===== src/rtl/mem_req_dispatch.sv =====
// mem_req_dispatch: steers physically addressed CPU requests to the cached or
// uncached downstream port and returns responses strictly in request order.
// Only one target may have requests outstanding at a time; a request to the
// other target waits until every outstanding response has come back.
//
// Handshake: a request transfers on a cycle where *_req and *_addr_ok are
// both high (address phase). A response transfers on a cycle where *_data_ok
// is high (data phase, no back-pressure). Every accepted request, read or
// write, produces exactly one data_ok, and responses come back in
// acceptance order.
module mem_req_dispatch #(
  parameter int unsigned MAX_OUT = 2,
  localparam int CW = $clog2(MAX_OUT + 1)
) (
  input  logic          clk,
  input  logic          rst,
  // CPU side
  input  logic          cpu_req,
  input  logic          cpu_wr,
  input  logic [1:0]    cpu_size,
  input  logic [31:0]   cpu_addr,
  input  logic          cpu_uncached,
  input  logic [31:0]   cpu_wdata,
  output logic          cpu_addr_ok,
  output logic          cpu_data_ok,
  output logic [31:0]   cpu_rdata,
  // cached port
  output logic          cache_req,
  output logic          cache_wr,
  output logic [1:0]    cache_size,
  output logic [31:0]   cache_addr,
  output logic [31:0]   cache_wdata,
  input  logic          cache_addr_ok,
  input  logic          cache_data_ok,
  input  logic [31:0]   cache_rdata,
  // uncached port
  output logic          uc_req,
  output logic          uc_wr,
  output logic [1:0]    uc_size,
  output logic [31:0]   uc_addr,
  output logic [31:0]   uc_wdata,
  input  logic          uc_addr_ok,
  input  logic          uc_data_ok,
  input  logic [31:0]   uc_rdata,
  // state visibility
  output logic [CW-1:0] dbg_cnt,
  output logic          dbg_cur_tgt
);

  logic [CW-1:0] cnt_q, cnt_d;
  logic          cur_tgt_q, cur_tgt_d;

  logic tgt;
  logic allow;
  logic acc;
  logic ret;

  // Payload goes to both ports; only the req strobe selects the target.
  assign cache_wr    = cpu_wr;
  assign cache_size  = cpu_size;
  assign cache_addr  = cpu_addr;
  assign cache_wdata = cpu_wdata;
  assign uc_wr       = cpu_wr;
  assign uc_size     = cpu_size;
  assign uc_addr     = cpu_addr;
  assign uc_wdata    = cpu_wdata;

  assign dbg_cnt     = cnt_q;
  assign dbg_cur_tgt = cur_tgt_q;

  // Request steering, response selection and outstanding-count next state.
  always_comb begin
    tgt         = cpu_uncached;
    // Accept only when idle, or when staying on the current target with room.
    // Uses registered count so a return never frees a slot in its own cycle.
    allow       = (cnt_q == '0) || ((tgt == cur_tgt_q) && (cnt_q < CW'(MAX_OUT)));
    cache_req   = cpu_req & allow & ~tgt;
    uc_req      = cpu_req & allow & tgt;
    cpu_addr_ok = cpu_req & allow & (tgt ? uc_addr_ok : cache_addr_ok);
    acc         = cpu_addr_ok;

    // data_ok from the idle port, or while nothing is outstanding, is dropped.
    ret         = (cnt_q != '0) & (cur_tgt_q ? uc_data_ok : cache_data_ok);
    cpu_data_ok = ret;
    cpu_rdata   = '0;
    if (ret) begin
      cpu_rdata = cur_tgt_q ? uc_rdata : cache_rdata;
    end

    cnt_d = cnt_q;
    case ({acc, ret})
      2'b10:   cnt_d = cnt_q + CW'(1);
      2'b01:   cnt_d = cnt_q - CW'(1);
      default: cnt_d = cnt_q;
    endcase

    cur_tgt_d = cur_tgt_q;
    if (acc && (cnt_q == '0)) begin
      cur_tgt_d = tgt;
    end
  end

  // Outstanding count and current target registers.
  always_ff @(posedge clk) begin
    if (rst) begin
      cnt_q     <= '0;
      cur_tgt_q <= 1'b0;
    end else begin
      cnt_q     <= cnt_d;
      cur_tgt_q <= cur_tgt_d;
    end
  end

endmodule


===== config.mk =====
export PLATFORM = sky130hd
export DESIGN_NAME = mem_req_dispatch
export DESIGN_NICKNAME = d
export VERILOG_FILES = /design/src/rtl/mem_req_dispatch.sv
export SDC_FILE = /design/constraint.sdc
export NUM_CORES = 1
export LEC_CHECK = 0
export ABC_AREA = 1
export BUFFER_PORTS_ARGS = -buffer_cell sky130_fd_sc_hd__buf_2
export CORE_AREA = 4 4 119 121
export CTS_CLUSTER_DIAMETER = 80
export DETAILED_ROUTE_END_ITERATION = 7
export DIE_AREA = 0 0 123 125
export PLACE_DENSITY = 0.56
export SLEW_MARGIN = 40
export SYNTH_ARGS = -nofsm -noshare
export SYNTH_HDL_FRONTEND = slang
export SYNTH_SLANG_ARGS = --single-unit

===== constraint.sdc =====
create_clock -name clk -period 2.4 [get_ports clk]
set_input_delay 0.36 -clock clk [delete_from_list [all_inputs] [get_ports clk]]
set_output_delay 0.36 -clock clk [all_outputs]
set_load 0.01 [all_outputs]

-- Word-level counts from Yosys, hierarchy flattened
Index checks and enable logic that the tools add are counted.
- bits in latches: 0
- bits of input ports: 139
- ROM bits: 0
- output and inout port bits: 173
- memory bits (writable): 0
- memories kept: 0
- logic and storage cells: 25
- register bits after elaboration: 3
- equality and inequality tests: 3
- shift-type cells: 0
- $lt $le $gt $ge: 1
- mux-type cells: 5
- bitwise logic cells: 6
- reductions and logical operators: 6
- div/mod/pow operators: 0
- $mul: 0
- $add $sub $neg: 2
- operators with widths (operator ; number):
    32-bit 2-to-1 mux ; 2
    1-bit AND ; 5
    2-bit one-hot mux with 2 select lines ; 1
    2-bit nonzero test ; 2
    2-bit by 1-bit adder with 2-bit output (second input constant) ; 1
    2-bit by 1-bit equality test with 1-bit output (second input constant) ; 1
    2-bit equality test (second input constant) ; 1
    1-bit logical AND ; 2
    2-bit zero test ; 1
    2-bit less-than comparator (second input constant) ; 1
    1-bit 2-to-1 mux ; 2
    2-bit by 1-bit subtractor with 2-bit output (second input constant) ; 1
    1-bit equality test ; 1
    1-bit logical OR ; 1
    1-bit NOT ; 1

-- Depth between registers and ports, before layout
Gate-level depths: netlist (run 1).
- depth in word-level cells: 7
- depth in mapped cells: 11
- depth with buffers taken out: 9

-- Worst setup path before layout (run 1)
No wires, ideal clock.
- path type: reg2reg
- from: register cur_tgt_q, in the netlist dbg_cur_tgt
- to: register cnt_q[1], in the netlist dbg_cnt[1]
- required time: 2.284 ns
- library setup time: 0.116 ns
- period minus slack after synthesis: 1.891 ns
- stages on the path, launching flop included: 11
- path buffers: 2
- setup slack: 0.509 ns
- arrival time: 1.775 ns
- path through: dfxtp_1 > buf_4 > inv_4 > or2_1 > o211ai_4 > buf_6 > inv_1 > ha_1 > nor2_1 > and3_1 > nor3_1
- RTL lines (what ; line ; text):
    start, declared ; 51 ; logic cur_tgt_q, cur_tgt_d;
    start signal, assigned ; 110 ; cur_tgt_q <= cur_tgt_d;
    1-bit 2-to-1 mux (*) ; 83 ; ret = (cnt_q != '0) & (cur_tgt_q ? uc_data_ok : cache_data_ok);
    1-bit AND (*) ; 83 ;
    via cpu_data_ok ; 25 ; output logic cpu_data_ok,
    2-bit by 1-bit equality test with 1-bit output or 2-bit equality test (tied branches) ; 91 ; case ({acc, ret})
    2-bit one-hot mux with 2 select lines or 2-bit nonzero test (tied branches) ; n/a ;
    end signal, assigned ; 109 ; cnt_q <= cnt_d;
    end, declared ; 50 ; logic [CW-1:0] cnt_q, cnt_d;
Mark *: on every way through the listed nets, which the timed path passes. The rest lies on a longest branch.
A chain may end at the register's enable or synchronous reset.

-- Worst setup path in the final report (run 1)
- from: register cur_tgt_q, in the netlist dbg_cur_tgt
- to: output port cpu_rdata[4]
- cells in the longest elaborated chain, start to end: 3
- ends and longest elaborated chain (what ; line ; text):
    1-bit 2-to-1 mux ; 83 ;
    1-bit AND ; 83 ;
    32-bit 2-to-1 mux (*) ; 86 ; if (ret) begin
    end, declared ; 26 ; output logic [31:0] cpu_rdata,
Every way passes the cells marked *; elsewhere a longest branch is shown, timed or not.

==> results.md, run 1 <==
- Hold Path Class: in -> reg
- Yosys warns: 0
- CTS tree: yes
- CTS Sinks: 3
- Register area share after synthesis: 0.0351
- # Post-CTS Setup Buffers: 0
- Core area: 0.0131 sq mm
- Num CTS Buffers: 3
- CTS root buf: clkbuf_16
- Die area: 0.0154 sq mm
- I/O Buffers: 110
- Vias in the first global route: 1493
- Final RePlAce weighted congestion: 0.682
- Overall Global Routing Usage: 0.0671
- Via density: 3.43
- Area delta synth->final: -11.0%
- Clock insertion delay at the later pin of the skew report: 220 ps
- Inst Count DP: 425
- Setup violators final: 0
- CP arrival: 1640 ps
- Final antenna-violating net count: 0
- Hold Path Stages: 2
- Worst vdd ir: 0.249 mV
- Final worst path period need: 2000 ps
- Final Util: 0.116
- Nets@finish: 394
- Worst setup SP type: flop
- Max Slew Vio Count: 0
- Mapped Area: 0.00171 sq mm
- Layout cell share with drive strength beyond 1: 0.474
- Data required, critical path: 2040 ps
- Comb pwr share: 0.655
- Final Cycle Share: 0.832
- Cells after synthesis: 279
- Status: complete, no violations
- Hold bufs inserted after CTS: 0
- First-pass GRT wire length: 8020 um
- Switching power: 0.000484 W
- Top cell type by total area after synthesis: buf_4
- P_leak: 0.876 nW
- Setup CP Type: reg -> out
- Slew Limit Headroom: 0.745
- Crit. End Element: primary output
- Final Hold Fails: 0
- Initial core utilization: 0.131
- Internal: 0.000539 W
- Avg WL per Cell: 13.4 um
- DR iter-0 viols: 42
- Fmax: 501 MHz
- Finished Layout Cells: 429
- CTS H-tree depth: 1
- Vias: 1470
- Post-DP HPWL: 4660 um
- Chip height: 125 um
- Clock skew: 1.16 ps
- Power share of the clock group: 0.258
- CP max FO: 32
- Mapped Nets: 419
- CTS Buffer Depth: 2
- Grt ovf: 0
- DRC Markers: 0
- Site Rows: 42
- Sw frac: 0.473
- Fill cells: 1542
- Diodes inserted: 0
- DRT Pass-1 Iters: 4
- Clock transition at path regs: 30 ps
- Yosys cell types: 17
- Die width: 123 um
- CTS resizes: 0
- Sequential share of power: 0.088
- Syn Area/Cell: 6.14 sq um
- Top cell type's share of synthesized area: 0.592
- #FFs+latches synth: 3
- Setup TNS: 0 ps
- Final wirelength: 5740 um
- RSZ-0062 raised after global routing: no
- Synth area leaders: buf_4 (59%), nand2_1 (16%), a21oi_1 (9.6%), dfxtp_1 (3.5%), buf_6 (2.0%)
- Least-Margin Pin Slew: 383 ps
- Largest net degree at the start of global routing: 33
- Max-cap violations: 0
- I/O pins: 312
- Initial antenna violation count: 0
- Cell Pwr Density: 671 mW/mm^2
- Depth of the most critical reg-to-reg path: 8
-- state kept, by name (all words and copies together) (netlist names) --
register and cells:
dbg_cnt 2, dbg_cur_tgt 1
-- metal layers --
layer,track usage,vias to the layer above,part of all wire
met5,0.0197,-,0.0063
met4,0.0710,2,0.11
met3,0.0483,70,0.20
met2,0.0885,147,0.38
met1,0.0626,575,0.30
li1,-,676,-
-- power by group through the flow --
stage | Clock [W] | Sequential [W] | Combinational [W]
final | 0.000263 | 0.0000898 | 0.000669
after global routing | 0.000274 | 0.0000930 | 0.000771
after CTS | 0.000267 | 0.0000900 | 0.000693
after detailed placement | 0 | 0.0000909 | 0.000691
after global placement | 0 | 0.0000899 | 0.000689
after floorplan | 0 | 0.0000916 | 0.000646
-- per-stage QoR --
stage / hold WS [ps] / setup slack [ps] / total power (W) / cell area [sq um]
after floorplan: 432 / 509 / 0.000737 / 1710
after global placement: 539 / 582 / 0.000779 / 1450
after detailed placement: 557 / 580 / 0.000782 / 1450
after CTS: 338 / 346 / 0.00105 / 1520
after global routing: 349 / 243 / 0.00114 / 1520
final: 336 / 404 / 0.00102 / 1520
-- kinds of logic after synthesis --
logic type,Yosys count,synth area share
DFF,3,0.0351
adders and majority gates,1,0.00730
buffers and inverters,152,0.644
xor gates and xnor gates,1,0.00511
and+or+nand+nor,88,0.200
AOI/OAI and AO/OA,34,0.109
-- cell usage after synthesis (all sizes together) --
cell type  instances
nor3               1
nand2             73
clkbuf             6
buf              138
inv                8
o211ai             1
a21oi             33
nor2               8
nand3              3
or2                1
dfxtp              3
ha                 1
and3               1
xor2               1
nand4              1
-- cell usage in the layout (no fill, tap or decap), types with 2 or more instances in the layout --
cell and count:
nand2_1 73, nand3_1 3, buf_2 110, clkbuf_16 3, a21oi_1 33, buf_4 4
dfxtp_1 2, inv_1 7, nor2_1 8
-- cell type report --
class / count / area, sq um / share of cell area
repair buffers: 114 / 581 / 0.381
multi-input cells: 124 / 551 / 0.361
well taps: 176 / 220 / 0.144
flip-flops and latches: 3 / 61.3 / 0.0402
inverters: 8 / 32.5 / 0.0213
clock buffers: 4 / 78.8 / 0.0517
-- worst max-delay path, stage by stage, from the launching register on --
cell	delay [ps]
dfxtp_2	350
inv_4	100
or2_1	250
o211ai_4	80
buf_4	380
a21oi_1	90
buf_2	160
-- path summary, 6_finish.rpt --
kind,startpoint,to,slack [ps]
max,dbg_cur_tgt,cpu_rdata[4],400
min reg2reg,dbg_cnt[1],dbg_cnt[1],550
max reg2reg,dbg_cur_tgt,dbg_cnt[1],690
min,rst,dbg_cnt[0],340
Power figures use the tool's default switching activity.
==> run 2: changes to the inputs <==
--- a/config.mk
+++ b/config.mk
@@ -11,7 +11,7 @@
 export CTS_CLUSTER_DIAMETER = 80
 export DETAILED_ROUTE_END_ITERATION = 7
 export DIE_AREA = 0 0 123 125
-export PLACE_DENSITY = 0.56
+export PLACE_DENSITY = 0.57
 export SLEW_MARGIN = 40
 export SYNTH_ARGS = -nofsm -noshare
 export SYNTH_HDL_FRONTEND = slang
==> constraint.sdc (replaced) <==
create_clock -name clk -period 1.6 [get_ports clk]
set_input_delay 0.24 -clock clk [delete_from_list [all_inputs] [get_ports clk]]
set_output_delay 0.24 -clock clk [all_outputs]
set_load 0.01 [all_outputs]
==> results.md, run 2 (synthesis gave the netlist of run 1 again) <==
- Clock skew: 0.639 ps
- Final Hold Fails: 0
- Pre-CTS setup slack: 36.6 ps
- DRC Markers: 0
- Data required, critical path: 1360 ps
- Post-DP HPWL: 4610 um
- Clock insertion delay at the later pin of the skew report: 220 ps
- Most frequent cells in the layout: buf_2 (110), nand2_1 (73), a21oi_1 (18), a21oi_2 (15), buf_4 (8)
- Crit. End Element: primary output
- Final Cycle Share: 1.01
- Failing checks: setup timing
- Vias: 1506
- I/O pins: 312
- Max Slew Vio Count: 0
- Fill cells: 1534
- Final wirelength: 5630 um
- CP max FO: 17
- RSZ-0062 raised after global routing: yes
- Crit path from: dbg_cur_tgt
- Depth of the most critical reg-to-reg path: 9
- CTS root buf: clkbuf_16
- CTS Buffer Depth: 2
- CTS Sinks: 3
- Overall Global Routing Usage: 0.0651
- CP arrival: 1380 ps
- Commonest non-fill, non-tap cell in the layout: buf_2
- CTS H-tree depth: 1
- Avg WL per Cell: 12.8 um
- Nets@finish: 403
- Worst R2R End: dbg_cnt[1]
- Largest net degree at the start of global routing: 19
- Site Rows: 42
- Final RePlAce weighted congestion: 0.670
- Fmax: 619 MHz
- Hold Path Class: in -> reg
- CTS tree: yes
- Worst setup SP type: flop
- DR iter-0 viols: 40
- R2r setup slk: 40 ps
- Setup violators final: 15
- Final Util: 0.132
- Initial core utilization: 0.131
- Number of flip-flops under the largest register name: 2
- Setup crit end: cpu_rdata[21]
- Total power: 0.00181 W
- Initial antenna violation count: 0
- P_leak: 0.933 nW
- Num CTS Buffers: 3
- Diodes inserted: 0
- Status: complete, but fails checks
- Max-cap violations: 0
- Multi-input gate area: 637 sq um
- Die width: 123 um
- Layout cell share with drive strength beyond 1: 0.580
- Clock transition at path regs: 30 ps
- Post-route cell area: 0.00172 sq mm
- Final antenna-violating net count: 0
- DRT Pass-1 Iters: 4
- Vias in the first global route: 1476
- DP Area: 0.00152 sq mm
- I/O Buffers: 110
- Setup TNS: -73.9 ps
- First-pass GRT wire length: 7660 um
- Least-Margin Pin Slew: 270 ps
- FF+latch area: 66.3 sq um
- Cell Pwr Density: 1050 mW/mm^2
- Via density: 3.44
- Final worst path period need: 1620 ps
- Slew Limit Headroom: 0.819
- Setup CP Type: reg -> out
- Die area: 0.0154 sq mm
- Grt ovf: 0
- Setup ws final: -15.1 ps
- Hold bufs inserted after CTS: 0
- Worst vdd ir: 0.293 mV
- Chip height: 125 um
- FF-to-FF Start: dbg_cur_tgt
- Area delta synth->final: 0.511%
- Core area: 0.0131 sq mm
run 2: repair_timing:
item	in CTS	in global routing
pin swaps	0	1
gates resized for setup	6	22
setup buffers	2	0
setup endpoints to repair	32	35
run 2: cell type report:
cell class	instances	share of cell area
Clock buffer	4	0.0458
Inverter	8	0.0203
Multi-Input combinational cell	124	0.370
Sequential cell	3	0.0385
Tap cell	176	0.128
Timing Repair Buffer	123	0.398
run 2: per-stage QoR:
step	hold WS, ps	cells
finish	214	438
global route	229	438
CTS	213	438
detailed placement	446	432
global placement	445	432
floorplan	312	279
run 2: metal layers:
layer / wire [um] / part of all wire / GRT usage
met5: 0 / 0 / 0.0164
met4: 594 / 0.11 / 0.0704
met3: 1060 / 0.19 / 0.0416
met2: 2250 / 0.40 / 0.0930
met1: 1720 / 0.31 / 0.0574
run 2: how the worst min path moves through the flow:
stage / from / endpoint / slack (ps) / cells past startpoint
3_3_place_gp: rst / dbg_cnt[0] / 440 / 2
5_1_grt: rst / dbg_cnt[1] / 230 / 2
3_5_place_dp: rst / dbg_cnt[0] / 450 / 2
2_1_floorplan: rst / dbg_cnt[0] / 310 / 1
6_report: rst / dbg_cnt[1] / 210 / 2
4_1_cts: rst / dbg_cnt[0] / 210 / 2
run 2: report_power, final:
part | internal [W] | switching, W | total [W]
Combinational | 0.000568 | 0.000707 | 0.00128
Sequential | 0.000106 | 0.0000269 | 0.000133
Clock | 0.000329 | 0.0000683 | 0.000397
run 2: worst max-delay path, stage by stage, from the launching register on:
cell	delay, ps
dfxtp_4	370
inv_4	40
or2_4	230
o211ai_4	120
buf_12	190
a21oi_1	50
buf_2	140
